$ cat src/rtl/mul_arb_pkg.sv
// Shared types and constants for the round-robin multiplier arbiter.
package mul_arb_pkg;

  localparam int DEFAULT_W = 4;

  typedef enum logic [1:0] {
    IDLE = 2'd0,
    MUL  = 2'd1,
    RSP  = 2'd2
  } state_e;

endpackage

$ cat src/rtl/mul_arb_mul_core.sv
// Purely combinational unsigned W x W multiplier with a full 2*W-bit product.
module mul_core
  import mul_arb_pkg::*;
#(
  parameter int W = DEFAULT_W
) (
  input  logic [W-1:0]   a_i,
  input  logic [W-1:0]   b_i,
  output logic [2*W-1:0] z_o
);

  // Zero-extend both operands so the product is formed at full width.
  assign z_o = {{W{1'b0}}, a_i} * {{W{1'b0}}, b_i};

endmodule

$ cat src/rtl/mul_arb.sv
// Two-requester round-robin arbiter in front of a shared multiplier, with a
// single-entry response register and a wrapping completion counter.
module mul_arb
  import mul_arb_pkg::*;
#(
  parameter int W = DEFAULT_W
) (
  input  logic           clk,
  input  logic           rst_n,
  input  logic           req0_valid,
  input  logic [W-1:0]   req0_a,
  input  logic [W-1:0]   req0_b,
  output logic           req0_ready,
  input  logic           req1_valid,
  input  logic [W-1:0]   req1_a,
  input  logic [W-1:0]   req1_b,
  output logic           req1_ready,
  output logic           rsp_valid,
  input  logic           rsp_ready,
  output logic           rsp_id,
  output logic [2*W-1:0] rsp_z,
  output logic [7:0]     done_cnt
);

  state_e         state_q, state_d;
  logic           last_grant_q, last_grant_d;
  logic [W-1:0]   a_q, a_d;
  logic [W-1:0]   b_q, b_d;
  logic           id_q, id_d;
  logic [2*W-1:0] z_q, z_d;
  logic [7:0]     done_q, done_d;
  logic           grant;
  logic           accept;
  logic [2*W-1:0] prod;

  mul_core #(.W(W)) u_mul_core (
    .a_i (a_q),
    .b_i (b_q),
    .z_o (prod)
  );

  // On a tie the requester that did not win last time gets the grant.
  assign grant      = (req0_valid && req1_valid) ? ~last_grant_q : req1_valid;
  assign req0_ready = rst_n && (state_q == IDLE) && req0_valid && !grant;
  assign req1_ready = rst_n && (state_q == IDLE) && req1_valid && grant;
  assign accept     = req0_ready || req1_ready;

  assign rsp_valid = (state_q == RSP);
  assign rsp_id    = id_q;
  assign rsp_z     = z_q;
  assign done_cnt  = done_q;

  always_comb begin
    state_d      = state_q;
    last_grant_d = last_grant_q;
    a_d          = a_q;
    b_d          = b_q;
    id_d         = id_q;
    z_d          = z_q;
    done_d       = done_q;
    unique case (state_q)
      IDLE: begin
        if (accept) begin
          a_d          = grant ? req1_a : req0_a;
          b_d          = grant ? req1_b : req0_b;
          id_d         = grant;
          last_grant_d = grant;
          state_d      = MUL;
        end
      end
      MUL: begin
        z_d     = prod;
        state_d = RSP;
      end
      RSP: begin
        if (rsp_ready) begin
          done_d  = done_q + 8'd1;
          state_d = IDLE;
        end
      end
      default: state_d = IDLE;
    endcase
  end

  always_ff @(posedge clk or negedge rst_n) begin
    if (!rst_n) begin
      state_q      <= IDLE;
      last_grant_q <= 1'b1;
      a_q          <= '0;
      b_q          <= '0;
      id_q         <= 1'b0;
      z_q          <= '0;
      done_q       <= '0;
    end else begin
      state_q      <= state_d;
      last_grant_q <= last_grant_d;
      a_q          <= a_d;
      b_q          <= b_d;
      id_q         <= id_d;
      z_q          <= z_d;
      done_q       <= done_d;
    end
  end

endmodule
$ cat config.mk
export PLATFORM = sky130hd
export DESIGN_NAME = mul_arb
export DESIGN_NICKNAME = d
export VERILOG_FILES = /design/src/rtl/mul_arb_pkg.sv /design/src/rtl/mul_arb_mul_core.sv /design/src/rtl/mul_arb.sv
export SDC_FILE = /design/constraint.sdc
export NUM_CORES = 1
export LEC_CHECK = 0
export CAP_MARGIN = 10
export CORE_ASPECT_RATIO = 0.6
export CORE_MARGIN = 2
export CORE_UTILIZATION = 51
export CTS_BUF_LIST = sky130_fd_sc_hd__clkbuf_4
export DETAILED_ROUTE_END_ITERATION = 8
export PLACE_DENSITY_LB_ADDON = 0.2
export SYNTH_ARGS = -nofsm -noshare
export SYNTH_HDL_FRONTEND = slang
export SYNTH_SLANG_ARGS = --single-unit
$ cat constraint.sdc
create_clock -name clk -period 3.4 [get_ports clk]
set_clock_uncertainty 0.05 [all_clocks]
set_input_delay 0.68 -clock clk [delete_from_list [all_inputs] [get_ports clk]]
set_output_delay 0.68 -clock clk [all_outputs]
set_load 0.02 [all_outputs]
-- Word level (Yosys, flattened, before mapping)
Cells that the tools add are included.
Widths: inputs -> output; s select.
- register bits: 28
- memory bits (writable): 0
- memory bits (read-only): 0
- memories: 0
- output and inout bits: 20
- bits in latches: 0
- shift operators: 0
- bitwise gates (word level): 1
- reduce and logical (&&, ||, !) cells: 12
- order comparisons: 0
- eq/ne operators: 4
- add/subtract/negate cells: 1
- div/mod/pow operators: 0
- muxes and demuxes: 6
- $mul: 1
- operators with widths (cell ; number):
    $add 8x1->8 const B ; 1
    $mul 4x4->8 ; 1
    $mux 4 ; 2
    $logic_and 1x1->1 ; 6
    $pmux 2 s3 ; 1
    $reduce_and 2->1 ; 3
    $mux 2 ; 2
    $eq 2x1->1 const B ; 1
    $eq 2x2->1 const B ; 1
    $logic_not 2->1 ; 1
    $ne 2x1->1 const B ; 1
    $ne 2x2->1 const B ; 1
    $logic_not 1->1 ; 1
    $logic_or 1x1->1 ; 1
    $mux 1 ; 1
    $not 1->1 ; 1

-- Logic depth before layout (Yosys ltp)
Gate-level depths: netlist (run 1).
- depth in word-level cells: 7
- gate-level depth with buffers: 8
- depth with buffers taken out: 8

-- By module
A second synthesis (run 1) with hierarchy kept.
- cell total of the unflattened synthesis: 144
- area, all modules: 1672.9 µm²
- by module, submodules not included (module ; cells each ; times used ; area each (µm²)):
    mul_arb ; 93 ; 1 ; 1224.9
    mul_core ; 51 ; 1 ; 447.9

-- Least setup slack after synthesis (run 1)
No wires, ideal clock.
- path kind: register to register
- from: reg a_q[0]
- to: reg z_q[7] (netlist: rsp_z[7])
- cell stages (with the launch flop): 9
- library setup time: 0.131 ns
- data arrival time: 2.537 ns
- setup slack: 0.682 ns
- path buffers: 0
- path through: dfrtp_1 > nand2_1 > fa_1 > inv_1 > fa_1 > ha_1 > a211oi_1 > nor3_1 > or3_1
- longest elaborated chain between the ends: 1
- ends and longest elaborated chain (what ; line ; text):
    start: declaration ; mul_arb.sv:27 ; logic [W-1:0] a_q, a_d;
    start signal: assignment ; mul_arb.sv:89 ; a_q <= '0;
    start signal: assignment ; mul_arb.sv:97 ; a_q <= a_d;
    $mul 4x4->8 ; mul_arb_mul_core.sv:13 ; assign z_o = {{W{1'b0}}, a_i} * {{W{1'b0}}, b_i};
    end signal: assignment ; mul_arb.sv:100 ; z_q <= z_d;
    end: declaration ; mul_arb.sv:30 ; logic [2*W-1:0] z_q, z_d;
Every way passes these cells.
A chain may end at the register's enable or synchronous reset.

-- Final worst setup path (run 1)
- from: reg b_q[3]
- to: reg z_q[7] (netlist: rsp_z[7])
- longest elaborated chain between the ends: 1
- ends and longest elaborated chain (what ; line ; text):
    start: declaration ; mul_arb.sv:28 ; logic [W-1:0] b_q, b_d;
    start signal: assignment ; mul_arb.sv:90 ; b_q <= '0;
    start signal: assignment ; mul_arb.sv:98 ; b_q <= b_d;
    $mul 4x4->8 ; mul_arb_mul_core.sv:13 ;
Every way passes these cells.

==> metrics.md, run 1 <==
| Metric | Value |
|---|---|
| Hold Crit Endpoint | done_cnt[7] |
| Final worst-path cycle share | 88.1% |
| Syn nets | 194 |
| Clk Latency, worst-skew pair | 0.34 ns |
| WL/cell | 14.8 um |
| Setup TNS | 0 ns |
| First DRT Iteration DRCs | 47 |
| Clock buffer depth | 2 |
| Vias | 1268 |
| Rows | 16 |
| Max Cap Viol | 0 |
| Status | finished, final reports clean |
| EDFF count, synth | 0 |
| Slew Limit Headroom | 61.7% |
| M3 GR Usage | 6.67% |
| Initial core utilization | 53.2% |
| Final WL | 3610 um |
| Critical R2R Launch | b_q[3] |
| Fill cell count | 249 |
| Core area | 0.00326 mm2 |
| Busiest grt layer | met2 |
| Synthesized flop and latch total | 28 |
| Async SR Flop Fraction | 100% |
| Post-Synthesis Cells | 156 |
| Most frequent cells in the layout | clkdlybuf4s50_1, dfrtp_1, nand2_1 |
| All-Layer GR Usage | 20.7% |
| CTS tree | built |
| Vias in the first global route | 1315 |
| Final hold vios | 0 |
| Die width | 79.3 um |
| Largest area contributor in the netlist | dfrtp_1 |
| Leak pwr | 0.00102 uW |
| Slew Viols, Final | 0 |
| H-tree lvl count | 1 |
| Fmax | 334 MHz |
| Synth area leaders | dfrtp_1, ha_1, mux2_4 |
| Seq/Total Area, Yosys | 40.4% |
| Share of layout cells above drive strength 1 | 13.6% |
| Nets | 238 |
| Post-synth top flop | dfrtp_1 |
| Mapped Area | 0.00174 mm2 |
| Hold buffers post-CTS | 0 |
| RSZ-0062 raised after global routing | no |
| Register Area | 702 um2 |
| Crit. End Element | flop |
| Antenna-violating nets left | 0 |
| Port bufs | 40 |
| Routed vias/inst | 5.20 |
| VDD IR max | 0.479 mV |
| CTS root buf | clkbuf_4 |
| CTS-repair resized insts | 0 |
| Postcts setup bufs | 0 |
| Commonest non-fill, non-tap cell in the layout | clkdlybuf4s50_1 |
| Critical Path Source Type | flop |
| Final Critical Period | 2.99 ns |
| Multi-input gate area | 976 um2 |
| Ant. Diodes | 0 |
| Sink Count | 28 |
| GRT overflow | 0 |
| Worst hold path class | reg2reg |
| Largest net degree at the start of global routing | 29 |
| Critical Path RT | 3.59 ns |
| Met1 Use GR | 30.5% |
| Worst Path Arrival | 3.18 ns |
| Area growth syn-to-layout | 28.6% |
| Die Span Y | 49.2 um |
| Synth unique cells | 38 |
| Die area | 0.00390 mm2 |
| # setup viols final | 0 |
| Ys Warns | 0 |
| First-pass GRT wire length | 6370 um |
| Gp weighted congestion | 0.880 |
| GR met2 Demand/Resource | 31.1% |
| Min-delay src | done_cnt[7] |
| Hold Path Stages | 1 |
| Pre-CTS WS | 0.453 ns |
| 1st-pass router iterations | 4 |
| R2r setup slk | 0.41 ns |
| Yosys top cell area share | 38.9% |
| CP Class | reg2reg |
| DRC | 0 |
| Initial antenna violation count | 0 |
| Post-route worst setup slack | 0.405 ns |
| Mapped Avg Cell Area | 11.1 um2 |
| Worst-Margin Slew | 0.575 ns |
| R2R cell count | 8 |
| Reg clk slew, reported paths | 0.16 ns |
| Inserted Clock Buffers | 3 |
| I/O Pins | 41 |
| CP max FO | 5 |
| HPWL Detailed | 2730 um |
| Worst flop-to-flop path endpoint | rsp_z[7] |
| Pwr dens | 892 mW/mm2 |
==> state kept, by name, summed over array words and instances, names as in the netlist <==
register / cells
b_q: 4
rsp_z: 8
last_grant_q: 1
a_q: 4
done_cnt: 8
state_q: 2
rsp_id: 1
==> worst max path at each step <==
stage            from    endpoint  slack (ns)
2_1_floorplan  a_q[0]    rsp_z[7]        0.68
3_3_place_gp    rst_n  req1_ready        0.46
3_5_place_dp   b_q[3]    rsp_z[7]        0.45
4_1_cts        b_q[3]    rsp_z[7]        0.41
5_1_grt        a_q[0]    rsp_z[7]        0.27
6_report       b_q[3]    rsp_z[7]        0.41
==> layout make-up <==
cell class,count,share of cell area [%]
repair buffers,42,18.6
clock buffers,3,1.01
flip-flops and latches,28,31.4
clock inverters,1,1.35
well taps,45,2.52
inverters,8,1.35
multi-input cells,117,43.7
==> metal layers <==
metal  vias up  share of wire [%]
met5         -                  0
met4         0               0.11
met3         2                4.5
met2        23                 44
met1       616                 51
li1        627                  -
==> cell usage after synthesis (all sizes together), types with 2 or more instances <==
cell type / n
ha: 13
nor3: 3
xnor2: 3
dfrtp: 27
buf: 3
xor2: 5
and2: 13
o2111ai: 2
o21ai: 2
fa: 4
nor2: 4
or4: 2
nand2: 21
a21oi: 6
mux2: 17
nand3: 4
inv: 8
==> power by group <==
part / total (uW) / switching, uW / internal [uW] / leakage, uW
Combinational: 1160 / 597 / 567 / 0.000645
Clock: 225 / 106 / 119 / 0.0000279
Sequential: 603 / 138 / 464 / 0.000350
==> stage by stage <==
step | hold slack (ns) | instances | area (um2) | total power [uW] | util, %
floorplan | 0.334 | 156 | 1740 | 1390 | -
global placement | 0.405 | 240 | 2180 | 1700 | 66.8
detailed placement | 0.416 | 240 | 2180 | 1760 | 66.8
CTS | 0.448 | 244 | 2230 | 2000 | 68.4
global route | 0.454 | 244 | 2230 | 2180 | 68.4
finish | 0.447 | 244 | 2230 | 1990 | 68.4
==> kinds of logic (layout without fill, tap and decap cells) <==
| logic type | count (synthesis) | in the layout | share of synthesized area, % |
|---|---|---|---|
| muxes | 17 | 17 | 12.8 |
| and+or+nand+nor | 57 | 57 | 18.2 |
| adders and majority gates | 17 | 17 | 14.0 |
| xor gates and xnor gates | 8 | 8 | 4.04 |
| AOI/OAI and AO/OA | 18 | 18 | 7.21 |
| buffers and inverters | 11 | 54 | 3.32 |
| DFF | 28 | 28 | 40.4 |
==> critical path, stage by stage, from the launching register on <==
cell and delay (ns):
dfrtp_1 0.46, nand2_1 0.11, fa_1 0.54, inv_1 0.06
fa_1 0.53, ha_1 0.33, a211oi_1 0.37, nor3_1 0.09
or3_1 0.35
No activity file was read; power rests on OpenSTA's default activity.
==> run 2, diff against run 1 <==
Settings changed: CORE_ASPECT_RATIO 0.6 to 0.9, CORE_MARGIN 2 to not set.
==> metrics.md, run 2 (same netlist as run 1, synthesis figures left out) <==
| Metric | Value |
|---|---|
| DRC | 0 (unchanged) |
| WL/cell | 14.4 um (was 14.8 um) |
| Final worst-path cycle share | 88.7% (was 88.1%) |
| Multi-input gate area | 976 um2 (unchanged) |
| Fmax | 331 MHz (was 334 MHz) |
| Hold slack final | 0.448 ns (was 0.447 ns) |
| R2r setup slk | 0.55 ns (was 0.41 ns) |
| R2R cell count | 8 (unchanged) |
| Worst Path Arrival | 2.29 ns (was 3.18 ns) |
| Inserted Clock Buffers | 3 (unchanged) |
| GRT overflow | 0 (unchanged) |
| Hold buffers post-CTS | 0 (unchanged) |
| Sink Count | 28 (unchanged) |
| CP max FO | 5 (unchanged) |
| Worst hold path class | reg2reg (unchanged) |
| Crit. End Element | output port (was flop) |
| CP Class | in2out (was reg2reg) |
| # setup viols final | 0 (unchanged) |
| Core area | 0.00314 mm2 (was 0.00326 mm2) |
| Postcts setup bufs | 0 (unchanged) |
| Clock buffer depth | 2 (unchanged) |
| Slew Limit Headroom | 62.6% (was 61.7%) |
| Most frequent cells in the layout | clkdlybuf4s50_1, dfrtp_1, nand2_1 (unchanged) |
| Gp weighted congestion | 0.847 (was 0.880) |
| RSZ-0062 raised after global routing | no (unchanged) |
| Largest net degree at the start of global routing | 29 (unchanged) |
| HPWL Detailed | 2760 um (was 2730 um) |
| All-Layer GR Usage | 22.0% (was 20.7%) |
| Leak pwr | 0.00101 uW (was 0.00102 uW) |
| Comb pwr share | 60.6% (was 58.4%) |
| Critical Path Source Type | input port (was flop) |
| Final Total Pwr | 1900 uW (was 1990 uW) |
| Clk Latency, worst-skew pair | 0.33 ns (was 0.34 ns) |
| Reg clk slew, reported paths | 0.16 ns (about the same) |
| Routed vias/inst | 5.32 (was 5.20) |
| Port bufs | 40 (unchanged) |
| Vias in the first global route | 1408 (was 1315) |
| Register Area | 702 um2 (unchanged) |
| Pwr dens | 862 mW/mm2 (was 892 mW/mm2) |
| Fill cell count | 255 (was 249) |
| Worst-Margin Slew | 0.561 ns (was 0.575 ns) |
| H-tree lvl count | 1 (unchanged) |
| Vias | 1283 (was 1268) |
| Critical Path RT | 2.67 ns (was 3.59 ns) |
| Die Span Y | 57.3 um (was 49.2 um) |
| Share of total power in the clock network | 8.0% (was 11.3%) |
| Final hold vios | 0 (unchanged) |
| First-pass GRT wire length | 6290 um (was 6370 um) |
| Sw power | 813 uW (was 841 uW) |
| Area growth syn-to-layout | 27.1% (was 28.6%) |
| Slew Viols, Final | 0 (unchanged) |
| Setup TNS | 0 ns (unchanged) |
| First DRT Iteration DRCs | 78 (was 47) |
| Hold Path Stages | 1 (unchanged) |
| Commonest non-fill, non-tap cell in the layout | clkdlybuf4s50_1 (unchanged) |
| CTS-repair resized insts | 0 (unchanged) |
| Internal power | 1090 uW (was 1150 uW) |
| CTS root buf | clkbuf_4 (unchanged) |
| Initial antenna violation count | 0 (unchanged) |
| CTS tree | built (unchanged) |
| Status | finished, final reports clean (unchanged) |
| Initial core utilization | 55.3% (was 53.2%) |
| Ant. Diodes | 0 (unchanged) |
| Final WL | 3470 um (was 3610 um) |
| Sw Ratio | 42.8% (was 42.2%) |
| 1st-pass router iterations | 4 (unchanged) |
| Antenna-violating nets left | 0 (unchanged) |
| Die area | 0.00364 mm2 (was 0.00390 mm2) |
| Nets | 238 (unchanged) |
| Share of layout cells above drive strength 1 | 13.6% (unchanged) |
| Rows | 19 (was 16) |
| VDD IR max | 0.374 mV (was 0.479 mV) |
| Final Critical Period | 3.02 ns (was 2.99 ns) |
| Max Cap Viol | 0 (unchanged) |
| Sequential Power Share | 31.4% (was 30.3%) |
| I/O Pins | 41 (unchanged) |
| Die width | 63.5 um (was 79.3 um) |
run 2: critical path: stages:
cell	delay (ns)
clkdlybuf4s50_1	0.48
nor3b_4	0.32
and2_1	0.19
clkdlybuf4s50_1	0.61
run 2: cell type report:
cell class | instances | area share [%]
clock buffers | 4 | 1.36
inverters | 8 | 1.36
multi-input cells | 117 | 44.2
flip-flops and latches | 28 | 31.8
well taps | 42 | 2.38
repair buffers | 42 | 18.8
run 2: worst paths after layout:
kind | to | startpoint
worst max-delay path | req1_ready | rst_n
worst min register to register | done_cnt[7] | done_cnt[7]
worst max register to register | rsp_z[7] | b_q[3]
worst min-delay path | done_cnt[7] | done_cnt[7]
min in group asynchronous | rsp_z[3] | rst_n
max in group asynchronous | last_grant_q | rst_n
run 2: power groups by stage:
stage,clock network [uW],registers (uW),logic [uW]
floorplan,0,653,738
global placement,0,595,1110
detailed placement,0,604,1150
CTS,154,599,1160
global route,167,622,1290
finish,152,596,1150
run 2: through the flow:
stage | std cells | utilization [%] | setup slack, ns | area (um2)
after floorplan | 156 | - | 0.682 | 1740
after global placement | 237 | 69.3 | 0.425 | 2180
after detailed placement | 237 | 69.3 | 0.398 | 2180
after CTS | 241 | 70.3 | 0.383 | 2210
after global routing | 241 | 70.3 | 0.287 | 2210
final | 241 | 70.3 | 0.383 | 2210
run 2: routing by layer:
layer / GRT usage, % / routed length (um) / vias to the layer above
li1: - / - / 626
met4: 2.92 / 11 / 0
met1: 28.2 / 1570 / 612
met2: 38.8 / 1680 / 43
met5: 0 / 0 / -
met3: 5.20 / 206 / 2
==> run 3, diff against run 2 <==
Settings changed: CORE_UTILIZATION 51 to 46.
Clock period 3.4 ns to 2.5 ns, I/O delays scaled along.
==> metrics.md, run 3 (same netlist as run 1, synthesis figures left out) <==
| Metric | Value |
|---|---|
| Critical Path Source Type | flop (was input port) |
| Die width | 66.7 um (was 63.5 um) |
| Worst flop-to-flop path endpoint | rsp_z[7] (unchanged) |
| Worst hold path class | reg2reg (unchanged) |
| Commonest non-fill, non-tap cell in the layout | clkdlybuf4s50_1 (unchanged) |
| Final worst-path cycle share | 109% |
| Hold Crit Endpoint | done_cnt[7] (unchanged) |
| Die Span Y | 60.3 um (was 57.3 um) |
| Critical R2R Launch | b_q[3] (unchanged) |
| Core area | 0.00348 mm2 (was 0.00314 mm2) |
| Routed vias/inst | 5.32 (about the same) |
| Initial core utilization | 49.9% (was 55.3%) |
| Reg clk slew, reported paths | 0.18 ns (was 0.16 ns) |
| Gp weighted congestion | 0.864 (was 0.847) |
| 1st-pass router iterations | 4 (unchanged) |
| Most frequent cells in the layout | clkdlybuf4s50_1, dfrtp_1, buf_4 (was clkdlybuf4s50_1, dfrtp_1, nand2_1) |
| Rows | 20 (was 19) |
| HPWL Detailed | 2870 um (was 2760 um) |
| Antenna-violating nets left | 0 (unchanged) |
| First DRT Iteration DRCs | 50 (was 78) |
| Slew Limit Headroom | 64.1% (was 62.6%) |
| Die area | 0.00402 mm2 (was 0.00364 mm2) |
| Failing checks | setup timing |
| Min-delay src | done_cnt[7] (unchanged) |
| CP Class | reg2reg (was in2out) |
| H-tree lvl count | 1 (unchanged) |
| Leak pwr | 0.00114 uW (was 0.00101 uW) |
| DRC | 0 (unchanged) |
| Final WL | 4130 um (was 3470 um) |
| Critical Path Max Stage Delay | 0.58 ns (was 0.61 ns) |
| R2R cell count | 8 (unchanged) |
| All-Layer GR Usage | 22.0% (about the same) |
| RSZ-0062 raised after global routing | yes (was no) |
| GRT overflow | 0 (unchanged) |
| Bufs and invs on worst path | 1 (was 2) |
| Port bufs | 40 (unchanged) |
| Ant. Diodes | 0 (unchanged) |
| Final hold vios | 0 (unchanged) |
| # setup viols final | 5 (was 0) |
| Nets | 261 (was 238) |
| Sink Count | 28 (unchanged) |
| Slew Viols, Final | 0 (unchanged) |
| Crit. End Element | flop (was output port) |
| Clock buffer depth | 2 (unchanged) |
| WL/cell | 15.5 um (was 14.4 um) |
| CTS root buf | clkbuf_4 (unchanged) |
| Share of layout cells above drive strength 1 | 30.2% (was 13.6%) |
| Final Critical Period | 2.72 ns |
| CP max FO | 3 (was 5) |
| I/O Pins | 41 (unchanged) |
| Max Cap Viol | 0 (unchanged) |
| R2r setup slk | -0.22 ns (was 0.55 ns) |
| First-pass GRT wire length | 6580 um (was 6290 um) |
| Post-route worst setup slack | -0.217 ns (was 0.383 ns) |
| Pwr dens | 1500 mW/mm2 (was 862 mW/mm2) |
| VDD IR max | 0.737 mV (was 0.374 mV) |
| CP max stage cell | fa_1 (was clkdlybuf4s50_1) |
| Largest net degree at the start of global routing | 29 (unchanged) |
| Final Total Pwr | 3800 uW (was 1900 uW) |
| Worst Path Arrival | 2.92 ns (was 2.29 ns) |
| Status | finished, violations left (was finished, final reports clean) |
| Initial antenna violation count | 0 (unchanged) |
| Hold Path Stages | 1 (unchanged) |
| Worst-Margin Slew | 0.537 ns (was 0.561 ns) |
| Setup TNS | -0.709 ns (was 0 ns) |
| CTS tree | built (unchanged) |
| CP Cell Sequence | nand2_2 > fa_1 > inv_2 > fa_2 > ha_4 > a211oi_4 > o2111a_1 > or3_1 (was clkdlybuf4s50_1 > nor3b_4 > and2_1 > clkdlybuf4s50_1) |
| Vias in the first global route | 1424 (was 1408) |
| Area growth syn-to-layout | 45.7% (was 27.1%) |
| Clk Latency, worst-skew pair | 0.34 ns (was 0.33 ns) |
| Inserted Clock Buffers | 3 (unchanged) |
| Vias | 1414 (was 1283) |
| Top Family by Delay on Critical Path | adder cells (was buffers and inverters) |
| Hold buffers post-CTS | 0 (unchanged) |
| Fmax | 368 MHz |
| Critical Path RT | 2.70 ns (was 2.67 ns) |
run 3: area by class of cell:
type                    instances  area [um2]
clock buffers                   3        22.5
clock inverters                 1        30.0
fillers                       241         950
inverters                       8        30.0
multi-input cells             117        1100
flip-flops and latches         28         702
well taps                      44        55.1
repair buffers                 65         589
run 3: through the flow:
step	utilization [%]	setup slack (ns)	instances	instance area, um2	hold WS [ns]
after detailed placement	65.8	-0.193	253	2290	0.414
after global routing	72.7	-0.305	266	2530	0.465
final	72.7	-0.217	266	2530	0.439
after floorplan	-	-0.0679	156	1740	0.154
after global placement	65.8	-0.161	253	2290	0.406
after CTS	71.2	-0.159	262	2470	0.441
run 3: power breakdown:
part           internal [uW]  switching, uW  leakage, uW
registers                631            157     0.000350
clock network            162            153    0.0000279
logic                   1520           1180     0.000765
total                   2310           1490      0.00114
run 3: how the worst max path moves through the flow:
stage | endpoint | startpoint | cells after the start | slack [ns]
final | rsp_z[7] | b_q[3] | 8 | -0.22
after global routing | rsp_z[7] | b_q[3] | 8 | -0.30
after CTS | rsp_z[7] | a_q[2] | 8 | -0.16
after detailed placement | rsp_z[7] | a_q[2] | 8 | -0.19
after global placement | req1_ready | rst_n | 4 | -0.16
after floorplan | rsp_z[7] | a_q[2] | 8 | -0.07
run 3: repair_timing:
action / in CTS / in global routing
setup endpoints to repair: 6 / 5
gates resized for setup: 14 / 8
setup buffers: 5 / 4
pin swaps: 7 / 11
run 3: routing by layer:
layer  up-vias  track usage (%)  wire, um
met3         6             5.34       174
met5         -                0         0
met2        36             37.7      2100
li1        677                -         -
met1       695             27.9      1810
met4         0             5.47        41
